### src/rtl/endian_pkg.sv
// Byte-order helpers shared by the 10G datapath blocks.
package endian_pkg;

  // Reverse the byte order of a 64-bit AXI beat so the earliest wire byte lands in the MSB.
  function automatic logic [63:0] endian_conv64(input logic [63:0] d);
    logic [63:0] r;
    r = '0;
    for (int i = 0; i < 8; i++) begin
      r[8*i +: 8] = d[8*(7-i) +: 8];
    end
    return r;
  endfunction

endpackage

### src/rtl/eth_recv_pkg.sv
// Receiver-local FSM states, header geometry and helpers for eth_recv.
package eth_recv_pkg;

  typedef enum logic [1:0] {
    RX_SYNC,
    RX_IDLE,
    RX_HDR,
    RX_BODY
  } rx_state_t;

  localparam int          HDR_BEATS     = 6;
  localparam logic [15:0] LAST_HDR_BEAT = 16'd5;

  function automatic logic [3:0] popcount8(input logic [7:0] v);
    logic [3:0] n;
    n = '0;
    for (int i = 0; i < 8; i++) begin
      n = n + {3'b000, v[i]};
    end
    return n;
  endfunction

endpackage

### src/rtl/ethernet_pkg.sv
// Ethernet II header layout and ethertype constants.
package ethernet_pkg;

  localparam logic [15:0] ETH_P_IP  = 16'h0800;
  localparam logic [47:0] ETH_BCAST = 48'hFFFF_FFFF_FFFF;

  typedef struct packed {
    logic [47:0] h_dest;
    logic [47:0] h_source;
    logic [15:0] h_proto;
  } ethhdr_t;

endpackage

### src/rtl/ip_pkg.sv
// IPv4 header layout (no options) and protocol numbers.
package ip_pkg;

  localparam logic [7:0] IP4_PROTO_UDP = 8'd17;

  typedef struct packed {
    logic [3:0]  version;
    logic [3:0]  ihl;
    logic [7:0]  tos;
    logic [15:0] tot_len;
    logic [15:0] id;
    logic [15:0] frag_off;
    logic [7:0]  ttl;
    logic [7:0]  protocol;
    logic [15:0] check;
    logic [31:0] saddr;
    logic [31:0] daddr;
  } iphdr_t;

endpackage

### src/rtl/udp_pkg.sv
// UDP header layout.
package udp_pkg;

  typedef struct packed {
    logic [15:0] source;
    logic [15:0] dest;
    logic [15:0] len;
    logic [15:0] check;
  } udphdr_t;

endpackage

### src/rtl/dns_pkg.sv
// 48-byte ETH/IP/UDP/DNS header union shared by the DNS transmitter and receiver.
package dns_pkg;

  typedef struct packed {
    logic [15:0] id;
    logic        qr;
    logic [3:0]  opcode;
    logic        aa;
    logic        tc;
    logic        rd;
    logic        ra;
    logic [2:0]  z;
    logic [3:0]  rcode;
  } dnshdr_t;

  typedef struct packed {
    ethernet_pkg::ethhdr_t eth;
    ip_pkg::iphdr_t        ip;
    udp_pkg::udphdr_t      udp;
    dnshdr_t               dns;
    logic [15:0]           pad;
  } dnspkt_t;

endpackage

### src/rtl/ip_csum_verify.sv
// Combinational IPv4 header checksum check: pass=1 when the one's-complement sum is 16'hFFFF.
module ip_csum_verify #(
  parameter bit CSUM_EN = 1'b1
) (
  input  logic [159:0] ip_hdr,
  output logic         pass
);

  generate
    if (CSUM_EN) begin : g_sum
      logic [19:0] acc;
      logic [16:0] fold1;
      logic [15:0] fold2;

      // Ten 16-bit words fit in 20 bits; two folds always bring the carry back in.
      always_comb begin
        acc = '0;
        for (int i = 0; i < 10; i++) begin
          acc = acc + {4'h0, ip_hdr[16*i +: 16]};
        end
      end

      assign fold1 = {1'b0, acc[15:0]} + {13'd0, acc[19:16]};
      assign fold2 = fold1[15:0] + {15'd0, fold1[16]};
      assign pass  = (fold2 == 16'hFFFF);
    end else begin : g_bypass
      logic unused_hdr;
      assign unused_hdr = ^ip_hdr;
      assign pass       = 1'b1;
    end
  endgenerate

endmodule

### src/rtl/eth_recv.sv
// MAC RX frame classifier: captures 48 header bytes, matches DNS responses to this node, keeps stats.
// Define ETH_RECV_CSUM_EN to verify the IPv4 header checksum; otherwise every header passes.
module eth_recv #(
  parameter logic [47:0] MY_MAC    = 48'h90_E2_BA_5D_8D_C8,
  parameter logic [31:0] MY_IP     = {8'd10, 8'd0, 8'd0, 8'd1},
  parameter logic [15:0] DNS_SPORT = 16'd53,
  parameter int          CNT_WIDTH = 32
) (
  input  logic                 clk156,
  input  logic                 sys_rst,
  input  logic                 m_axis_rx_tvalid,
  input  logic [63:0]          m_axis_rx_tdata,
  input  logic [7:0]           m_axis_rx_tkeep,
  input  logic                 m_axis_rx_tlast,
  input  logic                 m_axis_rx_tuser,
  output logic                 hdr_valid,
  output logic [31:0]          hdr_saddr,
  output logic [15:0]          hdr_dport,
  output logic [15:0]          hdr_len,
  output logic [CNT_WIDTH-1:0] cnt_rx_frames,
  output logic [CNT_WIDTH-1:0] cnt_rx_dns,
  output logic [CNT_WIDTH-1:0] cnt_rx_runt,
  output logic [CNT_WIDTH-1:0] cnt_rx_err,
  output logic [CNT_WIDTH-1:0] cnt_rx_bad_csum,
  output logic [CNT_WIDTH-1:0] cnt_rx_bytes
);
  import eth_recv_pkg::*;
  import endian_pkg::*;
  import ethernet_pkg::*;
  import ip_pkg::*;
  import dns_pkg::*;

`ifdef ETH_RECV_CSUM_EN
  localparam bit CSUM_EN = 1'b1;
`else
  localparam bit CSUM_EN = 1'b0;
`endif

  rx_state_t                      state_reg, state_next;
  logic [15:0]                    beat_cnt_reg, beat_cnt_next;
  logic [0:HDR_BEATS-1][63:0]     hdr_words_reg;
  dnspkt_t                        hdr;
  logic                           hdr_we, runt_end, frame_end;
  logic [19:0]                    len_full;
  logic [15:0]                    frame_len;
  logic                           dest_ok, dns_match, csum_ok;
  logic                           unused_hdr;

  // Word 0 is the earliest beat, so the packed overlay reads fields in wire order.
  assign hdr        = dnspkt_t'(hdr_words_reg);
  assign unused_hdr = ^hdr;

  always_comb begin
    state_next    = state_reg;
    beat_cnt_next = beat_cnt_reg;
    hdr_we        = 1'b0;
    runt_end      = 1'b0;
    frame_end     = 1'b0;
    if (m_axis_rx_tvalid) begin
      case (state_reg)
        RX_SYNC: begin
          if (m_axis_rx_tlast) state_next = RX_IDLE;
        end
        RX_IDLE, RX_HDR: begin
          hdr_we = 1'b1;
          if (m_axis_rx_tlast) begin
            runt_end      = 1'b1;
            beat_cnt_next = '0;
            state_next    = RX_IDLE;
          end else begin
            beat_cnt_next = beat_cnt_reg + 16'd1;
            state_next    = (beat_cnt_reg == LAST_HDR_BEAT) ? RX_BODY : RX_HDR;
          end
        end
        RX_BODY: begin
          if (m_axis_rx_tlast) begin
            frame_end     = 1'b1;
            beat_cnt_next = '0;
            state_next    = RX_IDLE;
          end else if (beat_cnt_reg != 16'hFFFF) begin
            beat_cnt_next = beat_cnt_reg + 16'd1;
          end
        end
        default: state_next = RX_SYNC;
      endcase
    end
  end

  // beat_cnt_reg holds beats-1 on the tlast beat, so this is 8*(beats-1)+popcount.
  assign len_full  = {1'b0, beat_cnt_reg, 3'b000} + {16'h0000, popcount8(m_axis_rx_tkeep)};
  assign frame_len = (len_full[19:16] != 4'h0) ? 16'hFFFF : len_full[15:0];

  assign dest_ok   = (hdr.eth.h_dest == MY_MAC) || (hdr.eth.h_dest == ETH_BCAST);
  assign dns_match = dest_ok && (hdr.eth.h_proto == ETH_P_IP) &&
                     (hdr.ip.version == 4'd4) && (hdr.ip.ihl == 4'd5) &&
                     (hdr.ip.protocol == IP4_PROTO_UDP) && (hdr.ip.daddr == MY_IP) &&
                     (hdr.udp.source == DNS_SPORT) && hdr.dns.qr;

  ip_csum_verify #(.CSUM_EN(CSUM_EN)) u_csum (
    .ip_hdr (hdr.ip),
    .pass   (csum_ok)
  );

  always_ff @(posedge clk156) begin
    if (hdr_we) hdr_words_reg[beat_cnt_reg[2:0]] <= endian_conv64(m_axis_rx_tdata);
  end

  always_ff @(posedge clk156) begin
    if (sys_rst) begin
      state_reg       <= RX_SYNC;
      beat_cnt_reg    <= '0;
      hdr_valid       <= 1'b0;
      hdr_saddr       <= '0;
      hdr_dport       <= '0;
      hdr_len         <= '0;
      cnt_rx_frames   <= '0;
      cnt_rx_dns      <= '0;
      cnt_rx_runt     <= '0;
      cnt_rx_err      <= '0;
      cnt_rx_bytes    <= '0;
`ifdef ETH_RECV_CSUM_EN
      cnt_rx_bad_csum <= '0;
`endif
    end else begin
      state_reg    <= state_next;
      beat_cnt_reg <= beat_cnt_next;
      hdr_valid    <= 1'b0;
      if (runt_end) begin
        cnt_rx_frames <= cnt_rx_frames + CNT_WIDTH'(1);
        cnt_rx_runt   <= cnt_rx_runt + CNT_WIDTH'(1);
      end
      if (frame_end) begin
        cnt_rx_frames <= cnt_rx_frames + CNT_WIDTH'(1);
        cnt_rx_bytes  <= cnt_rx_bytes + CNT_WIDTH'(frame_len);
        if (m_axis_rx_tuser) begin
          cnt_rx_err <= cnt_rx_err + CNT_WIDTH'(1);
        end
`ifdef ETH_RECV_CSUM_EN
        else if (!csum_ok) begin
          cnt_rx_bad_csum <= cnt_rx_bad_csum + CNT_WIDTH'(1);
        end
`endif
        else if (csum_ok && dns_match) begin
          cnt_rx_dns <= cnt_rx_dns + CNT_WIDTH'(1);
          hdr_valid  <= 1'b1;
          hdr_saddr  <= hdr.ip.saddr;
          hdr_dport  <= hdr.udp.dest;
          hdr_len    <= frame_len;
        end
      end
    end
  end

`ifndef ETH_RECV_CSUM_EN
  assign cnt_rx_bad_csum = '0;
`endif

endmodule

### config.mk
export PLATFORM = sky130hd
export DESIGN_NAME = eth_recv
export DESIGN_NICKNAME = d
export VERILOG_FILES = /design/src/rtl/endian_pkg.sv /design/src/rtl/eth_recv_pkg.sv /design/src/rtl/ethernet_pkg.sv /design/src/rtl/ip_pkg.sv /design/src/rtl/udp_pkg.sv /design/src/rtl/dns_pkg.sv /design/src/rtl/ip_csum_verify.sv /design/src/rtl/eth_recv.sv
export SDC_FILE = /design/constraint.sdc
export NUM_CORES = 1
export LEC_CHECK = 0
export ABC_CLOCK_PERIOD_IN_PS = 7100
export BUFFER_PORTS_ARGS = -buffer_cell sky130_fd_sc_hd__buf_4
export CORE_ASPECT_RATIO = 0.6
export CORE_MARGIN = 5
export CORE_UTILIZATION = 45
export DETAILED_ROUTE_END_ITERATION = 10
export PLACE_DENSITY_LB_ADDON = 0.1
export SLEW_MARGIN = 15
export SYNTH_ARGS = -nofsm -noshare
export SYNTH_HDL_FRONTEND = slang
export SYNTH_SLANG_ARGS = --single-unit
### constraint.sdc
create_clock -name clk156 -period 7.1 [get_ports clk156]
set_input_delay 1.42 -clock clk156 [delete_from_list [all_inputs] [get_ports clk156]]
set_output_delay 1.42 -clock clk156 [all_outputs]
set_load 0.005 [all_outputs]
==> run summary <==
The tools report the capturing element type of the critical path as a register. The largest single stage delay on the critical path is 560 ps. The finished cells cover 21060 um2. At the worst endpoint, the required time is 7570 ps. After clock tree synthesis, the flow added hold-fix buffers numbering 0.

Based on the critical path, the design can be clocked at up to 0.1536 GHz. Of all nets on the critical path, the largest fanout is 15. The repair_antennas step left the layout with diodes totalling 0. In the final design database the tool counted 1945 nets. Gate count after technology mapping: 1535. The classification of the worst setup path is input port to register. The core footprint was 37500 um2; the total global routing track utilization was 19.82%. In this run, post-CTS repair resized a total of 0 instances. For this configuration, the core starts out at a cell density of 45.37%.

Global routing finished with a remaining overflow of 0. The fraction of synthesized cell area in xor and xnor cells works out to 8.081%. In the routed design, unresolved DRC markers number 0. Setup repair after global routing left no endpoint under its margin.

The commonest cells after synthesis are 243 x sky130_fd_sc_hd__dfxtp_1, 239 x sky130_fd_sc_hd__nor2_1, 177 x sky130_fd_sc_hd__edfxtp_1. The critical path contains buffers and inverters numbering 4 combined. The reported leakage power was 8.032 nW; the die width was 261.0 um. The largest family of logic cells by synthesized area was simple AND/OR/NAND/NOR gates.

Distinct cell type count after synthesis: 62. For the routed length on met2, the log shows 18460 um. TritonCTS built the clock tree.

Counting the fill cells in the layout gives 3225. The slew of the pin with the lowest slew margin was 1080 ps; the cell area after synthesis was 17020 um2. The floorplan has 55 rows. After routing, the total negative slack on setup checks comes to 0 ps. The post-CTS clock slew at the launch and capture registers of the worst setup and hold paths is 60 ps. The worst-case headroom to the max-slew limit was 27.39%; the synthesized area per cell was 11.09 um2. From synthesis to final layout, the design area changed by 23.75%. Counting flops with a built-in enable in the synthesized netlist gives 177. The height of the chip was 160.6 um; the cell depth of the worst setup path was 24. On the critical path, the stage with the largest delay is an instance of sky130_fd_sc_hd__fa_1. The insertion delay of the later-clocked pin in the worst-skew pair was 550 ps; the share of the synthesized area in compound gates (AO/OA/AOI/OAI) was 4.301%.

The iteration-0 DRC count of the detailed router came out at 1079. The run gives 0 as the post-CTS setup buffer count. The worst setup path is launched from an input port.

The tools report the via count of the first global-routing pass as 11440. Routed signal wires occupy layers up through met4. The most instantiated library cell after synthesis is sky130_fd_sc_hd__dfxtp_1.

The top flip-flop cell by instance count after synthesis was sky130_fd_sc_hd__dfxtp_1. The routed design uses 2799 um of met3 wire. For the worst setup path, the data arrival time is 6980 ps. The worst-case reg-to-reg path depth is 14, and the routed length on met1 is 21500 um. The synthesized design contains 420 register bits. The H-tree was split into 2 levels. The count of nets left with antenna violations once routing finished came out at 0. The die covers 41930 um2. The signal on the critical path passes through buf_4 -> fa_1 -> inv_1 -> fa_1 -> fa_1 -> inv_1 -> ha_1 -> fa_1 -> nand2_1 -> nor3_1 -> nand2_1 -> xnor2_1 -> a2111oi_4 -> buf_4 -> nand2_1 -> ha_1 -> o211ai_1 -> nor2_1 -> o31ai_1 -> a211oi_2 -> or3b_1 -> nand2_1 -> or4_1 -> a21oi_1. In this run the clock root is driven by a sky130_fd_sc_hd__clkbuf_16. The tree built by TritonCTS fans out to 420 sinks.

The pin count of the biggest net entering global routing was 102; the final critical delay including setup and external delays was 6510 ps. The path class of the tightest hold or removal check is register to register. The fraction of the mapped netlist area in simple logic gates works out to 18.54%.

The count of buffers inserted at the top-level ports is 301, and the post-route clock skew is 27.97 ps. The fraction of synthesized cell area taken by the top area cell type works out to 31.24%. The worst hold path cell count was 2; the period utilization was 91.69%. Summing the areas of all fa, ha and maj instances in the mapped netlist gives 2.574% of the synthesized area. Dividing total power by cell area gives a power density of 233.4 nW/um2. Sequential cells were found to cover 59.82% of the synthesized design area. The I/O pin total was 334; the placed instance area was 19690 um2. The number of violations of the max-capacitance limit came out at 0. Summed over all layers, the routed wires come to 43500 um.

The first global-routing pass estimated 66340 um of wire. The tools report the number of warnings issued by yosys as 0. Detailed placement ended at an HPWL of 30950 um. Counting flops with an async set or reset pin after synthesis yields a share of 0%. sky130_fd_sc_hd__edfxtp_1 takes more of the synthesized area than any other cell. The tools report the final count of pins violating max slew as 0. The final-report hold violation count was 0; the flip-flop count of the largest register after layout was 177. By area the synthesized netlist is led by sky130_fd_sc_hd__edfxtp_1 31%, sky130_fd_sc_hd__dfxtp_1 29%, sky130_fd_sc_hd__nor2_1 5.3%, sky130_fd_sc_hd__xor2_1 5.1%, sky130_fd_sc_hd__mux2i_1 3.1%.

TritonCTS created 41 clock buffers. The run finished with clean final reports. The mux contribution to synthesized area is 3.118%. The average wire per cell in the routed design works out to 18.27 um.

The total number of vias is 12250. The worst-case IR drop observed on VDD is 0.0001911 V. The routed via count divided by cell count is 5.144, and the worst-case clock buffer depth is 3.

The number of antenna violations at the first check in global routing is 2, and the count of endpoints failing setup in the final report is 0. First-pass iteration count of the detailed router: 5. On the critical path the largest part of the delay comes from adder cells. For the weighted congestion reported at the end of routability-driven placement, the log shows 0.8521. The fraction of layout instances using a drive strength above 1 is 21.73%.
[power breakdown]
group          internal, mW  switching [mW]
clock network          1.26           0.947
registers              2.53         0.00821
logic                0.0589           0.106
total                  3.85            1.06
[cells by family after synthesis]
family                   after synthesis
XOR/XNOR                             157
flip-flops                           420
adder cells (fa/ha/maj)               32
AND/OR/NAND/NOR                      637
multiplexers                          53
AO/OA/AOI/OAI                        120
buffers and inverters                115
other                                  1
[placed cells by master, fill, tap and decap left out, types with 5 or more instances in the layout]
cell / n
sky130_fd_sc_hd__a311oi_1: 14
sky130_fd_sc_hd__fa_1: 5
sky130_fd_sc_hd__o21ai_0: 27
sky130_fd_sc_hd__and4_1: 9
sky130_fd_sc_hd__and3_1: 29
sky130_fd_sc_hd__nand2b_1: 6
sky130_fd_sc_hd__clkbuf_8: 5
sky130_fd_sc_hd__nor3_1: 18
sky130_fd_sc_hd__clkbuf_1: 8
sky130_fd_sc_hd__ha_1: 27
sky130_fd_sc_hd__a21oi_1: 56
sky130_fd_sc_hd__inv_1: 26
sky130_fd_sc_hd__a21o_1: 7
sky130_fd_sc_hd__or3_1: 27
sky130_fd_sc_hd__nor2_1: 239
sky130_fd_sc_hd__xnor2_1: 57
sky130_fd_sc_hd__xor2_1: 100
sky130_fd_sc_hd__clkinv_2: 7
sky130_fd_sc_hd__clkbuf_16: 42
sky130_fd_sc_hd__nor4_1: 21
sky130_fd_sc_hd__nand2_1: 117
sky130_fd_sc_hd__edfxtp_1: 177
sky130_fd_sc_hd__nand3_1: 68
sky130_fd_sc_hd__nand4_1: 50
sky130_fd_sc_hd__nor4b_1: 7
sky130_fd_sc_hd__nor3_2: 6
sky130_fd_sc_hd__buf_4: 315
sky130_fd_sc_hd__dfxtp_1: 243
sky130_fd_sc_hd__nor2b_1: 6
sky130_fd_sc_hd__mux2i_1: 53
sky130_fd_sc_hd__conb_1: 32
[stage by stage]
stage          cells  total power [mW]  util (%)  setup slack [ps]  hold WS, ps
3_3_place_gp    2306             2.755     52.49             311.3        462.3
4_1_cts         2381             4.977     56.14             687.9        482.2
2_1_floorplan   1566             2.688         -             273.4        456.3
3_5_place_dp    2306             2.757     52.49             178.0        468.9
5_1_grt         2381             5.093     56.15             238.8        494.4
6_report        2381             4.916     56.15             590.4        479.8
[worst min-delay path, delay by kind of cell, from the launching register on]
kind | cells | cell delay [ps]
AND/OR/NAND/NOR | 1 | 70
flip-flops | 1 | 320
multiplexers | 1 | 60
[final timing paths]
path / startpoint / end / slack, ps
worst min register to register: hdr[82] / hdr_dport[2] / 480
worst max register to register: beat_cnt_reg[0] / cnt_rx_bytes[17] / 2670
worst min-delay path: hdr[82] / hdr_dport[2] / 480
worst max-delay path: m_axis_rx_tkeep[0] / cnt_rx_bytes[19] / 590
[area by class of cell]
cell class / instances / area (um2) / share of cell area, %
clock buffers: 55 / 1150 / 5.460
clock inverters: 20 / 217.7 / 1.034
inverters: 26 / 97.59 / 0.4635
multi-input cells: 1031 / 6395 / 30.37
flip-flops and latches: 420 / 10180 / 48.34
well taps: 513 / 641.9 / 3.048
repair buffers: 316 / 2376 / 11.28
[layer usage]
layer,vias up,track usage (%)
li1,5958,-
met1,5897,31.01
met2,334,28.82
met3,58,3.834
met4,0,3.771
met5,-,0
No activity file was read; power rests on OpenSTA's default activity.
